[config.mk]
export PLATFORM = sky130hd
export DESIGN_NAME = serial_link_vc_credit_sync
export DESIGN_NICKNAME = d
export VERILOG_FILES = /design/src/rtl/serial_link_vc_credit_sync_pkg.sv /design/src/rtl/serial_link_vc_credit_sync_counter.sv /design/src/rtl/serial_link_vc_credit_sync.sv
export SDC_FILE = /design/constraint.sdc
export NUM_CORES = 1
export LEC_CHECK = 0
export ABC_CLOCK_PERIOD_IN_PS = 4000
export BUFFER_PORTS_ARGS = -buffer_cell sky130_fd_sc_hd__buf_2
export CORE_UTILIZATION = 35
export CTS_BUF_LIST = sky130_fd_sc_hd__clkbuf_8
export DETAILED_ROUTE_END_ITERATION = 8
export GPL_TIMING_DRIVEN = 0
export PLACE_DENSITY = 0.65
export SYNTH_ARGS = -nofsm -noshare
export SYNTH_HDL_FRONTEND = slang
export SYNTH_SLANG_ARGS = --single-unit
[constraint.sdc]
create_clock -name clk_i -period 4 [get_ports clk_i]
set_clock_uncertainty 0.1 [all_clocks]
set_input_delay 0.8 -clock clk_i [delete_from_list [all_inputs] [get_ports clk_i]]
set_output_delay 0.8 -clock clk_i [all_outputs]
set_load 0.01 [all_outputs]
[src/rtl/serial_link_vc_credit_sync_pkg.sv]
// Shared defaults and width helpers for the serial-link VC credit unit.
// Credit and VC widths depend on parameters, so only helpers live here.
package serial_link_vc_credit_sync_pkg;

    localparam int unsigned DefNumVc      = 2;
    localparam int unsigned DefDataWidth  = 64;
    localparam int unsigned DefNumCredits = 8;

    function automatic int unsigned cred_width(input int unsigned num_credits);
        return unsigned'($clog2(num_credits + 1));
    endfunction

    function automatic int unsigned vc_width(input int unsigned num_vc);
        return (num_vc > 1) ? unsigned'($clog2(num_vc)) : 1;
    endfunction

endpackage

[src/rtl/serial_link_vc_credit_sync_counter.sv]
// Per-VC credit bookkeeping: available (far-side) credits and credits owed back.
// Also decides data eligibility, including the last-credit deadlock rule.
module serial_link_vc_credit_counter
    import serial_link_vc_credit_sync_pkg::*;
#(
    parameter int unsigned  NumCredits = DefNumCredits,
    localparam int unsigned CredW      = cred_width(NumCredits),
    localparam int unsigned WideW      = CredW + 1
) (
    input  logic             clk_i,
    input  logic             rst_i,
    input  logic             send_valid_i,
    input  logic             cred_pending_i,
    output logic             eligible_o,
    input  logic             grant_i,
    input  logic             cred_take_i,
    input  logic             buf_pop_i,
    input  logic             rx_cred_i,
    input  logic [CredW-1:0] rx_credits_i,
    output logic [CredW-1:0] avail_o,
    output logic [CredW-1:0] tosend_o
);

    logic [CredW-1:0] avail_q, avail_d, tosend_q, tosend_d;
    logic [WideW-1:0] avail_wide_c, tosend_wide_c;

    // The last credit may only be spent on a packet that also returns credits.
    assign eligible_o = send_valid_i &&
                        ((avail_q > CredW'(1)) || ((avail_q == CredW'(1)) && cred_pending_i));

    always_comb begin
        avail_wide_c  = WideW'(avail_q)
                      + (rx_cred_i ? WideW'(rx_credits_i) : '0)
                      - WideW'(grant_i);
        tosend_wide_c = WideW'(cred_take_i ? '0 : tosend_q) + WideW'(buf_pop_i);
        avail_d       = avail_wide_c[CredW-1:0];
        tosend_d      = tosend_wide_c[CredW-1:0];
    end

    always_ff @(posedge clk_i) begin
        if (rst_i) begin
            avail_q  <= CredW'(NumCredits);
            tosend_q <= '0;
        end else begin
            avail_q  <= avail_d;
            tosend_q <= tosend_d;
        end
    end

    assign avail_o  = avail_q;
    assign tosend_o = tosend_q;

    a_avail_bound: assert property (@(posedge clk_i) disable iff (rst_i)
        avail_wide_c <= WideW'(NumCredits));
    a_tosend_bound: assert property (@(posedge clk_i) disable iff (rst_i)
        tosend_wide_c <= WideW'(NumCredits));

endmodule

[src/rtl/serial_link_vc_credit_sync.sv]
// Multi-VC credit flow control: round-robin data arbitration onto one registered
// link stage, piggybacked credit return, and forced credit-only packets.
module serial_link_vc_credit_sync
    import serial_link_vc_credit_sync_pkg::*;
#(
    parameter int unsigned  NumVc           = DefNumVc,
    parameter int unsigned  DataWidth       = DefDataWidth,
    parameter int unsigned  NumCredits      = DefNumCredits,
    parameter int unsigned  ForceSendThresh = NumCredits - 4,
    localparam int unsigned CredW           = cred_width(NumCredits),
    localparam int unsigned VcW             = vc_width(NumVc)
) (
    input  logic                       clk_i,
    input  logic                       rst_i,
    input  logic [NumVc-1:0]           send_valid_i,
    output logic [NumVc-1:0]           send_ready_o,
    input  logic [NumVc*DataWidth-1:0] send_data_i,
    output logic                       link_valid_o,
    input  logic                       link_ready_i,
    output logic [DataWidth-1:0]       link_data_o,
    output logic [VcW-1:0]             link_vc_o,
    output logic                       link_cred_only_o,
    output logic [VcW-1:0]             link_cred_vc_o,
    output logic [CredW-1:0]           link_credits_o,
    input  logic                       rx_cred_valid_i,
    input  logic [VcW-1:0]             rx_cred_vc_i,
    input  logic [CredW-1:0]           rx_credits_i,
    input  logic [NumVc-1:0]           buf_pop_i,
    output logic [NumVc*CredW-1:0]     credits_available_o
);

    logic [NumVc-1:0][CredW-1:0] avail, tosend;
    logic [NumVc-1:0]            eligible;
    logic [VcW-1:0]              cred_vc_c, grant_vc_c, vc_hi_c, vc_lo_c;
    logic [CredW-1:0]            cred_max_c;
    logic                        found_hi_c, any_elig_c;
    logic                        loadable_c, load_data_c, load_force_c, load_c;
    logic [DataWidth-1:0]        grant_data_c;

    logic                        link_valid_q, link_valid_d;
    logic [DataWidth-1:0]        link_data_q, link_data_d;
    logic [VcW-1:0]              link_vc_q, link_vc_d;
    logic                        link_cred_only_q, link_cred_only_d;
    logic [VcW-1:0]              link_cred_vc_q, link_cred_vc_d;
    logic [CredW-1:0]            link_credits_q, link_credits_d;
    logic [VcW-1:0]              rr_q, rr_d;

    for (genvar v = 0; v < NumVc; v++) begin : g_vc
        serial_link_vc_credit_counter #(.NumCredits(NumCredits)) u_counter (
            .clk_i          (clk_i),
            .rst_i          (rst_i),
            .send_valid_i   (send_valid_i[v]),
            .cred_pending_i (cred_max_c != '0),
            .eligible_o     (eligible[v]),
            .grant_i        (send_ready_o[v]),
            .cred_take_i    (load_c && (cred_vc_c == VcW'(v))),
            .buf_pop_i      (buf_pop_i[v]),
            .rx_cred_i      (rx_cred_valid_i && (rx_cred_vc_i == VcW'(v))),
            .rx_credits_i   (rx_credits_i),
            .avail_o        (avail[v]),
            .tosend_o       (tosend[v])
        );
        assign credits_available_o[v*CredW +: CredW] = avail[v];
    end

    // Credit VC: largest owed count, lowest index on ties.
    always_comb begin
        cred_vc_c  = '0;
        cred_max_c = tosend[0];
        for (int unsigned v = 1; v < NumVc; v++) begin
            if (tosend[v] > cred_max_c) begin
                cred_max_c = tosend[v];
                cred_vc_c  = VcW'(v);
            end
        end
    end

    // Round-robin: first eligible at or above rr_q, else first eligible overall.
    always_comb begin
        found_hi_c = 1'b0;
        any_elig_c = 1'b0;
        vc_hi_c    = '0;
        vc_lo_c    = '0;
        for (int unsigned v = 0; v < NumVc; v++) begin
            if (eligible[v] && !found_hi_c && (v >= 32'(rr_q))) begin
                found_hi_c = 1'b1;
                vc_hi_c    = VcW'(v);
            end
            if (eligible[v] && !any_elig_c) begin
                any_elig_c = 1'b1;
                vc_lo_c    = VcW'(v);
            end
        end
        grant_vc_c = found_hi_c ? vc_hi_c : vc_lo_c;
    end

    always_comb begin
        grant_data_c = '0;
        for (int unsigned v = 0; v < NumVc; v++) begin
            if (grant_vc_c == VcW'(v)) grant_data_c = send_data_i[v*DataWidth +: DataWidth];
        end
    end

    assign loadable_c   = !link_valid_q || link_ready_i;
    assign load_data_c  = loadable_c && any_elig_c;
    assign load_force_c = loadable_c && !any_elig_c && (32'(cred_max_c) >= ForceSendThresh);
    assign load_c       = load_data_c || load_force_c;
    assign send_ready_o = load_data_c ? (NumVc'(1) << grant_vc_c) : '0;

    always_comb begin
        link_valid_d     = link_valid_q;
        link_data_d      = link_data_q;
        link_vc_d        = link_vc_q;
        link_cred_only_d = link_cred_only_q;
        link_cred_vc_d   = link_cred_vc_q;
        link_credits_d   = link_credits_q;
        rr_d             = rr_q;
        if (load_c) begin
            link_valid_d     = 1'b1;
            link_data_d      = load_data_c ? grant_data_c : '0;
            link_vc_d        = load_data_c ? grant_vc_c : '0;
            link_cred_only_d = load_force_c;
            link_cred_vc_d   = cred_vc_c;
            link_credits_d   = cred_max_c;
            if (load_data_c) begin
                rr_d = (grant_vc_c == VcW'(NumVc - 1)) ? '0 : grant_vc_c + VcW'(1);
            end
        end else if (link_ready_i) begin
            link_valid_d = 1'b0;
        end
    end

    always_ff @(posedge clk_i) begin
        if (rst_i) begin
            link_valid_q     <= 1'b0;
            link_data_q      <= '0;
            link_vc_q        <= '0;
            link_cred_only_q <= 1'b0;
            link_cred_vc_q   <= '0;
            link_credits_q   <= '0;
            rr_q             <= '0;
        end else begin
            link_valid_q     <= link_valid_d;
            link_data_q      <= link_data_d;
            link_vc_q        <= link_vc_d;
            link_cred_only_q <= link_cred_only_d;
            link_cred_vc_q   <= link_cred_vc_d;
            link_credits_q   <= link_credits_d;
            rr_q             <= rr_d;
        end
    end

    assign link_valid_o     = link_valid_q;
    assign link_data_o      = link_data_q;
    assign link_vc_o        = link_vc_q;
    assign link_cred_only_o = link_cred_only_q;
    assign link_cred_vc_o   = link_cred_vc_q;
    assign link_credits_o   = link_credits_q;

    a_ready_onehot: assert property (@(posedge clk_i) disable iff (rst_i)
        $onehot0(send_ready_o));
    a_rx_vc_range: assert property (@(posedge clk_i) disable iff (rst_i)
        !rx_cred_valid_i || (32'(rx_cred_vc_i) < NumVc));

endmodule

==> summary.txt, run 1 <==
Power
  – Worst vdd rail ir drop: 293.4 uV
  – Static Leak: 2.804 nW
  – Cell Pwr Density: 593.9 mW/mm^2

Final layout
  – Synthesis-to-finish area growth: 36.97%
  – Total Nets Final: 795
  – Area of the multi-input gates: 0.002058 sq mm
  – Most frequent cells in the layout: buf_2, dfxtp_1, and2_1
  – Ant diodes: 0
  – Fillers: 1103
  – FF+latch area: 0.001782 sq mm
  – Most common cell after layout, fill and taps aside: buf_2
  – Ratio of cells with drive above 1 in the final layout: 0.4088
  – Non-Filler Instances: 779

STA
  – Slew margin rel.: 0.4382
  – RSZ-0062 raised after global routing: no
  – Pins Over Slew Limit: 0
  – Final setup vio count: 0
  – Final hold viol count: 0
  – Worst-Margin Slew: 0.8412 ns
  – Fin crit share: 0.9371
  – Final setup TNS: 0 ns
  – Max Clk Rate: 0.2668 GHz
  – Final hold slack: 0.3729 ns
  – Period minus WS final: 3.748 ns

Synthesis
  – Yosys reg bits: 89
  – Post-synth EDFFs: 0
  – Main synth FF type: dfxtp_1
  – Mean Syn Cell Area: 10.23 sq um
  – Cell count after synthesis: 399
  – Yosys warns: 0
  – Post-synth ARST share: 0
  – Net Count, Synth: 562
  – Sequential fraction of the synthesis area: 0.4365
  – Post-synth cell types: 41
  – Synth Cell Area: 0.004081 sq mm

Critical path
  – Crit. End Element: output pin
  – Crit path required time: 3.10 ns
  – Slowest stage cell on the critical path: dfxtp_1
  – Max incr delay on CP: 0.41 ns
  – Ordered cell list for the critical path: inv_1 -> ha_1 -> and4_1 -> a22o_2 -> o31ai_4 -> nand2_1 -> a211oi_1 -> buf_4 -> buf_2
  – CP Class: reg -> out
  – Crit path max fanout: 5
  – Arr. time, crit path: 2.85 ns
  – Type of origin of the critical path: flip-flop

CTS
  – Post-CTS Setup Bufs: 0
  – TritonCTS Buffers: 9
  – Post-cts resize count: 0
  – Hold_buf cts: 0
  – # H-tree levels: 3
  – TritonCTS sink count: 89
  – Clock Path Buffers: 2
  – Root buffer cell: clkbuf_8
  – Worst-skew pair later-pin latency: 0.37 ns
  – CTS tree: done
  – Clk slew on worst S/H paths: 0.09 ns

GRT
  – Number of global-route vias before repair: 3495
  – Largest net degree at the start of global routing: 15
  – Gr ovfl total: 0
  – Antenna violations before repair: 1
  – Global-route wire length before repair: 17270 um
  – GRT Total Usage: 0.1882

Route
  – DRC Markers: 0
  – Vias post-DR: 3935
  – Final wirelength: 12050 um
  – First DRT Iteration DRCs: 175
  – Final ANT Viol Nets: 0
  – DR WL/cell: 15.47 um
  – Via/cell ratio: 5.051
  – Drt pass-1 iters: 4

Floorplanning
  – Core Footprint: 0.01137 sq mm
  – Initial Utilization: 0.3590
  – Horiz. Die Dim: 110.0 um
  – Die ar.: 0.01210 sq mm
  – I/O pin count: 223
  – Row count: 39
  – Die Ht: 110.0 um

Placement
  – DP Wirelength: 9461 um
  – Port bufs: 222
  – Final Wtd Congestion: 0.7962
  – Placed cells: 764

Min path
  – Worst hold path type: reg -> reg

Job
  – Max-cap violations: 0

Status
  – Status: complete, no violations
area by class of cell:
| cell class | count | area share |
|---|---|---|
| plain buffers | 27 | 0.02910 |
| clock buffers | 10 | 0.02462 |
| clock inverters | 5 | 0.01455 |
| inverters | 21 | 0.01410 |
| multi-input cells | 262 | 0.3682 |
| flip-flops and latches | 89 | 0.3187 |
| well taps | 143 | 0.03201 |
| repair buffers | 222 | 0.1987 |
cell usage after synthesis, types with 3 or more instances:
cell	instances	share of area
buf_2	7	0.0086
ha_1	20	0.061
inv_1	21	0.019
nand2_1	14	0.013
o21a_1	3	0.0055
nor2_1	15	0.014
dfxtp_1	89	0.44
a21oi_1	14	0.017
a211oi_1	6	0.011
a221o_1	64	0.16
xnor2_1	8	0.017
and2_1	66	0.10
nand2b_1	3	0.0046
nand3_1	5	0.0061
nor2b_1	10	0.015
xor2_1	4	0.0086
a21o_1	3	0.0055
clkbuf_1	12	0.011
buf_6	6	0.017
metal layers:
metal / up-vias / track usage / share of wire
met2: 149 / 0.3259 / 0.49
met4: 2 / 0.07714 / 0.015
met5: - / 0 / 0.0011
met3: 16 / 0.04527 / 0.078
met1: 1845 / 0.2220 / 0.41
li1: 1923 / - / -
power by group:
part           internal, mW  switching (mW)  leakage, nW
Sequential             1.12           0.135        0.734
Combinational         0.647           0.727         1.96
Clock                 0.366           0.325        0.114
Total                  2.13            1.19         2.80
worst max-delay path, delay by kind of cell, from the launching register on:
| family | cells | cell delay (ns) |
|---|---|---|
| AOI/OAI and AO/OA | 3 | 0.99 |
| DFF | 1 | 0.41 |
| buffers and inverters | 3 | 0.39 |
| and+or+nand+nor | 2 | 0.38 |
| adders and majority gates | 1 | 0.32 |
sequential cells by signal, summed over array words and instances (netlist names):
register                 cells
rr_q                         1
link_data_o                 64
g_vc.u_counter.tosend_o      8
link_cred_vc_o               1
g_vc.u_counter.avail_o       8
link_credits_o               4
link_vc_o                    1
link_cred_only_o             1
link_valid_o                 1
worst paths after layout:
kind	startpoint	to	slack [ns]	depth (start not counted)
min	link_vc_o	link_vc_o	0.37	1
max	g_vc[0].u_counter.tosend_o[2]	send_ready_o[0]	0.25	9
min reg2reg	link_vc_o	link_vc_o	0.37	1
max reg2reg	g_vc[0].u_counter.tosend_o[2]	g_vc[0].u_counter.avail_o[3]	0.41	14
logic make-up after synthesis:
family / Yosys count / synth area share
and+or+nand+nor: 121 / 0.1662
AOI/OAI and AO/OA: 106 / 0.2388
DFF: 89 / 0.4365
buffers and inverters: 48 / 0.05916
adders and majority gates: 22 / 0.07112
xor gates and xnor gates: 12 / 0.02575
muxes: 1 / 0.002453
through the flow:
| step | area, sq um | utilization | power, mW | setup WS [ns] |
|---|---|---|---|---|
| 6_report | 5590 | 0.4917 | 3.320 | 0.2517 |
| 2_1_floorplan | 4081 | - | 2.162 | 0.8114 |
| 3_5_place_dp | 5371 | 0.4724 | 2.658 | 0.4678 |
| 5_1_grt | 5590 | 0.4917 | 3.556 | 0.09041 |
| 3_3_place_gp | 5371 | 0.4724 | 2.623 | 0.5075 |
| 4_1_cts | 5590 | 0.4917 | 3.362 | 0.2635 |
(Power assumes the default switching activity.)
==> run 2, diff against run 1 <==
--- a/config.mk
+++ b/config.mk
@@ -12,6 +12,7 @@
 export DETAILED_ROUTE_END_ITERATION = 8
 export GPL_TIMING_DRIVEN = 0
 export PLACE_DENSITY = 0.65
+export RECOVER_POWER = 25
 export SYNTH_ARGS = -nofsm -noshare
 export SYNTH_HDL_FRONTEND = slang
 export SYNTH_SLANG_ARGS = --single-unit
==> run 2 against run 1 <==
Against the previous run:
- critical endpoint unchanged
- cell area is 0.94% lower
- clock-buffer cell count stayed put
- final cell count stayed put
- fmax is 0.14% lower
- die area stayed put
==> summary.txt, run 2 (synthesized netlist as in run 1, its figures left out) <==
Floorplanning
  – Row count: 39
  – Initial Utilization: 0.3590
  – I/O pin count: 223
  – Horiz. Die Dim: 110.0 um
  – Die Ht: 110.0 um
  – Die ar.: 0.01210 sq mm
  – Core Footprint: 0.01137 sq mm

Critical path
  – R2R depth: 14
  – Worst R2R End: g_vc[0].u_counter.avail_o[3]
  – Worst reg2reg setup slack: 0.41 ns
  – Max incr delay on CP: 0.41 ns
  – Worst r2r src: g_vc[0].u_counter.tosend_o[2]
  – Type of origin of the critical path: flip-flop
  – Ordered cell list for the critical path: inv_1 -> ha_1 -> and4_1 -> a22o_2 -> o31ai_4 -> nand2_1 -> a211oi_1 -> buf_4 -> buf_2
  – Arr. time, crit path: 2.85 ns
  – Crit path max fanout: 5
  – CP Class: reg -> out
  – Slowest stage cell on the critical path: dfxtp_1
  – Crit. End Element: output pin
  – Crit path required time: 3.10 ns

STA
  – Final hold viol count: 0
  – Slew margin rel.: 0.4428
  – Worst-Margin Slew: 0.8343 ns
  – Period minus WS final: 3.753 ns
  – Fin crit share: 0.9384
  – RSZ-0062 raised after global routing: no
  – PnR worst setup slack: 0.2466 ns
  – Final setup vio count: 0
  – Final setup TNS: 0 ns
  – Pins Over Slew Limit: 0
  – Max Clk Rate: 0.2664 GHz

Final layout
  – Fillers: 1127
  – Ant diodes: 0
  – Max FFs per register: 64
  – Total Nets Final: 795
  – Area of the multi-input gates: 0.002058 sq mm
  – Most frequent cells in the layout: buf_2, dfxtp_1, and2_1
  – Synthesis-to-finish area growth: 35.68%
  – Ratio of cells with drive above 1 in the final layout: 0.3428
  – Post-route core utilization: 0.4871
  – FF+latch area: 0.001782 sq mm
  – Most common cell after layout, fill and taps aside: buf_2

CTS
  – # H-tree levels: 3
  – TritonCTS Buffers: 9
  – Post-CTS Setup Bufs: 0
  – Post-cts resize count: 0
  – Root buffer cell: clkbuf_8
  – Clk slew on worst S/H paths: 0.09 ns
  – Worst-skew pair later-pin latency: 0.37 ns
  – Hold_buf cts: 0
  – Clock Path Buffers: 2
  – TritonCTS sink count: 89
  – CTS tree: done

Route
  – Final ANT Viol Nets: 0
  – Via/cell ratio: 5.037
  – Drt pass-1 iters: 4
  – DR WL/cell: 15.51 um
  – Vias post-DR: 3924
  – DRC Markers: 0
  – Final wirelength: 12080 um
  – First DRT Iteration DRCs: 166

Placement
  – DP Wirelength: 9461 um
  – Placement Setup Slack: 0.4678 ns
  – Port bufs: 222
  – Final Wtd Congestion: 0.7962

GRT
  – GRT Total Usage: 0.1882
  – Gr ovfl total: 0
  – Number of global-route vias before repair: 3495
  – Global-route wire length before repair: 17270 um
  – Largest net degree at the start of global routing: 15
  – Antenna violations before repair: 1

Min path
  – Hold EP: link_vc_o
  – WHS Path Cells: 1
  – Worst hold path type: reg -> reg
  – Hold Startpoint: link_vc_o

Power
  – Cell Pwr Density: 595.4 mW/mm^2
  – Worst vdd rail ir drop: 288.6 uV
  – Static Leak: 2.641 nW

Status
  – Status: complete, no violations

Job
  – Max-cap violations: 0
-- run 2: per-stage QoR --
stage / cells / cell area [sq um] / power, mW / hold slack, ns
final: 779 / 5538 / 3.297 / 0.3706
after global placement: 764 / 5371 / 2.623 / 0.3309
after floorplan: 399 / 4081 / 2.162 / 0.3900
after detailed placement: 764 / 5371 / 2.658 / 0.3420
after global routing: 779 / 5538 / 3.530 / 0.4033
after CTS: 779 / 5590 / 3.362 / 0.3633
-- run 2: how the worst max path moves through the flow --
stage	from	to	slack, ns
global route	g_vc[0].u_counter.tosend_o[2]	send_ready_o[0]	0.09
CTS	g_vc[0].u_counter.tosend_o[2]	send_ready_o[0]	0.26
finish	g_vc[0].u_counter.tosend_o[2]	send_ready_o[0]	0.25
global placement	g_vc[0].u_counter.tosend_o[3]	g_vc[0].u_counter.avail_o[2]	0.51
floorplan	g_vc[0].u_counter.tosend_o[3]	g_vc[0].u_counter.avail_o[2]	0.81
detailed placement	g_vc[0].u_counter.tosend_o[2]	g_vc[0].u_counter.avail_o[3]	0.47
-- run 2: final cells by class --
| class | instances | share of cell area |
|---|---|---|
| Timing Repair Buffer | 222 | 0.1911 |
| Clock inverter | 5 | 0.01469 |
| Inverter | 21 | 0.01423 |
| Clock buffer | 10 | 0.02485 |
| Tap cell | 143 | 0.03231 |
| Sequential cell | 89 | 0.3217 |
| Buffer | 27 | 0.02937 |
| Multi-Input combinational cell | 262 | 0.3717 |
-- run 2: worst max-delay path, delay by kind of cell, from the launching register on --
kind | cells | cell delay, ns
adders and majority gates | 1 | 0.32
DFF | 1 | 0.41
buffers and inverters | 3 | 0.39
AOI/OAI and AO/OA | 3 | 0.99
and+or+nand+nor | 2 | 0.38
-- run 2: power by group --
part / internal, mW / switching (mW) / leakage (nW)
combinational: 0.617 / 0.729 / 1.79
clock: 0.366 / 0.326 / 0.114
sequential: 1.12 / 0.139 / 0.734
total: 2.10 / 1.19 / 2.64
-- run 2: layer usage --
| metal | vias up | wire length (um) | GRT usage |
|---|---|---|---|
| met5 | - | 13 | 0 |
| met4 | 2 | 185 | 0.07714 |
| met3 | 16 | 940 | 0.04527 |
| met2 | 138 | 5924 | 0.3259 |
| met1 | 1847 | 5019 | 0.2220 |
| li1 | 1921 | - | - |
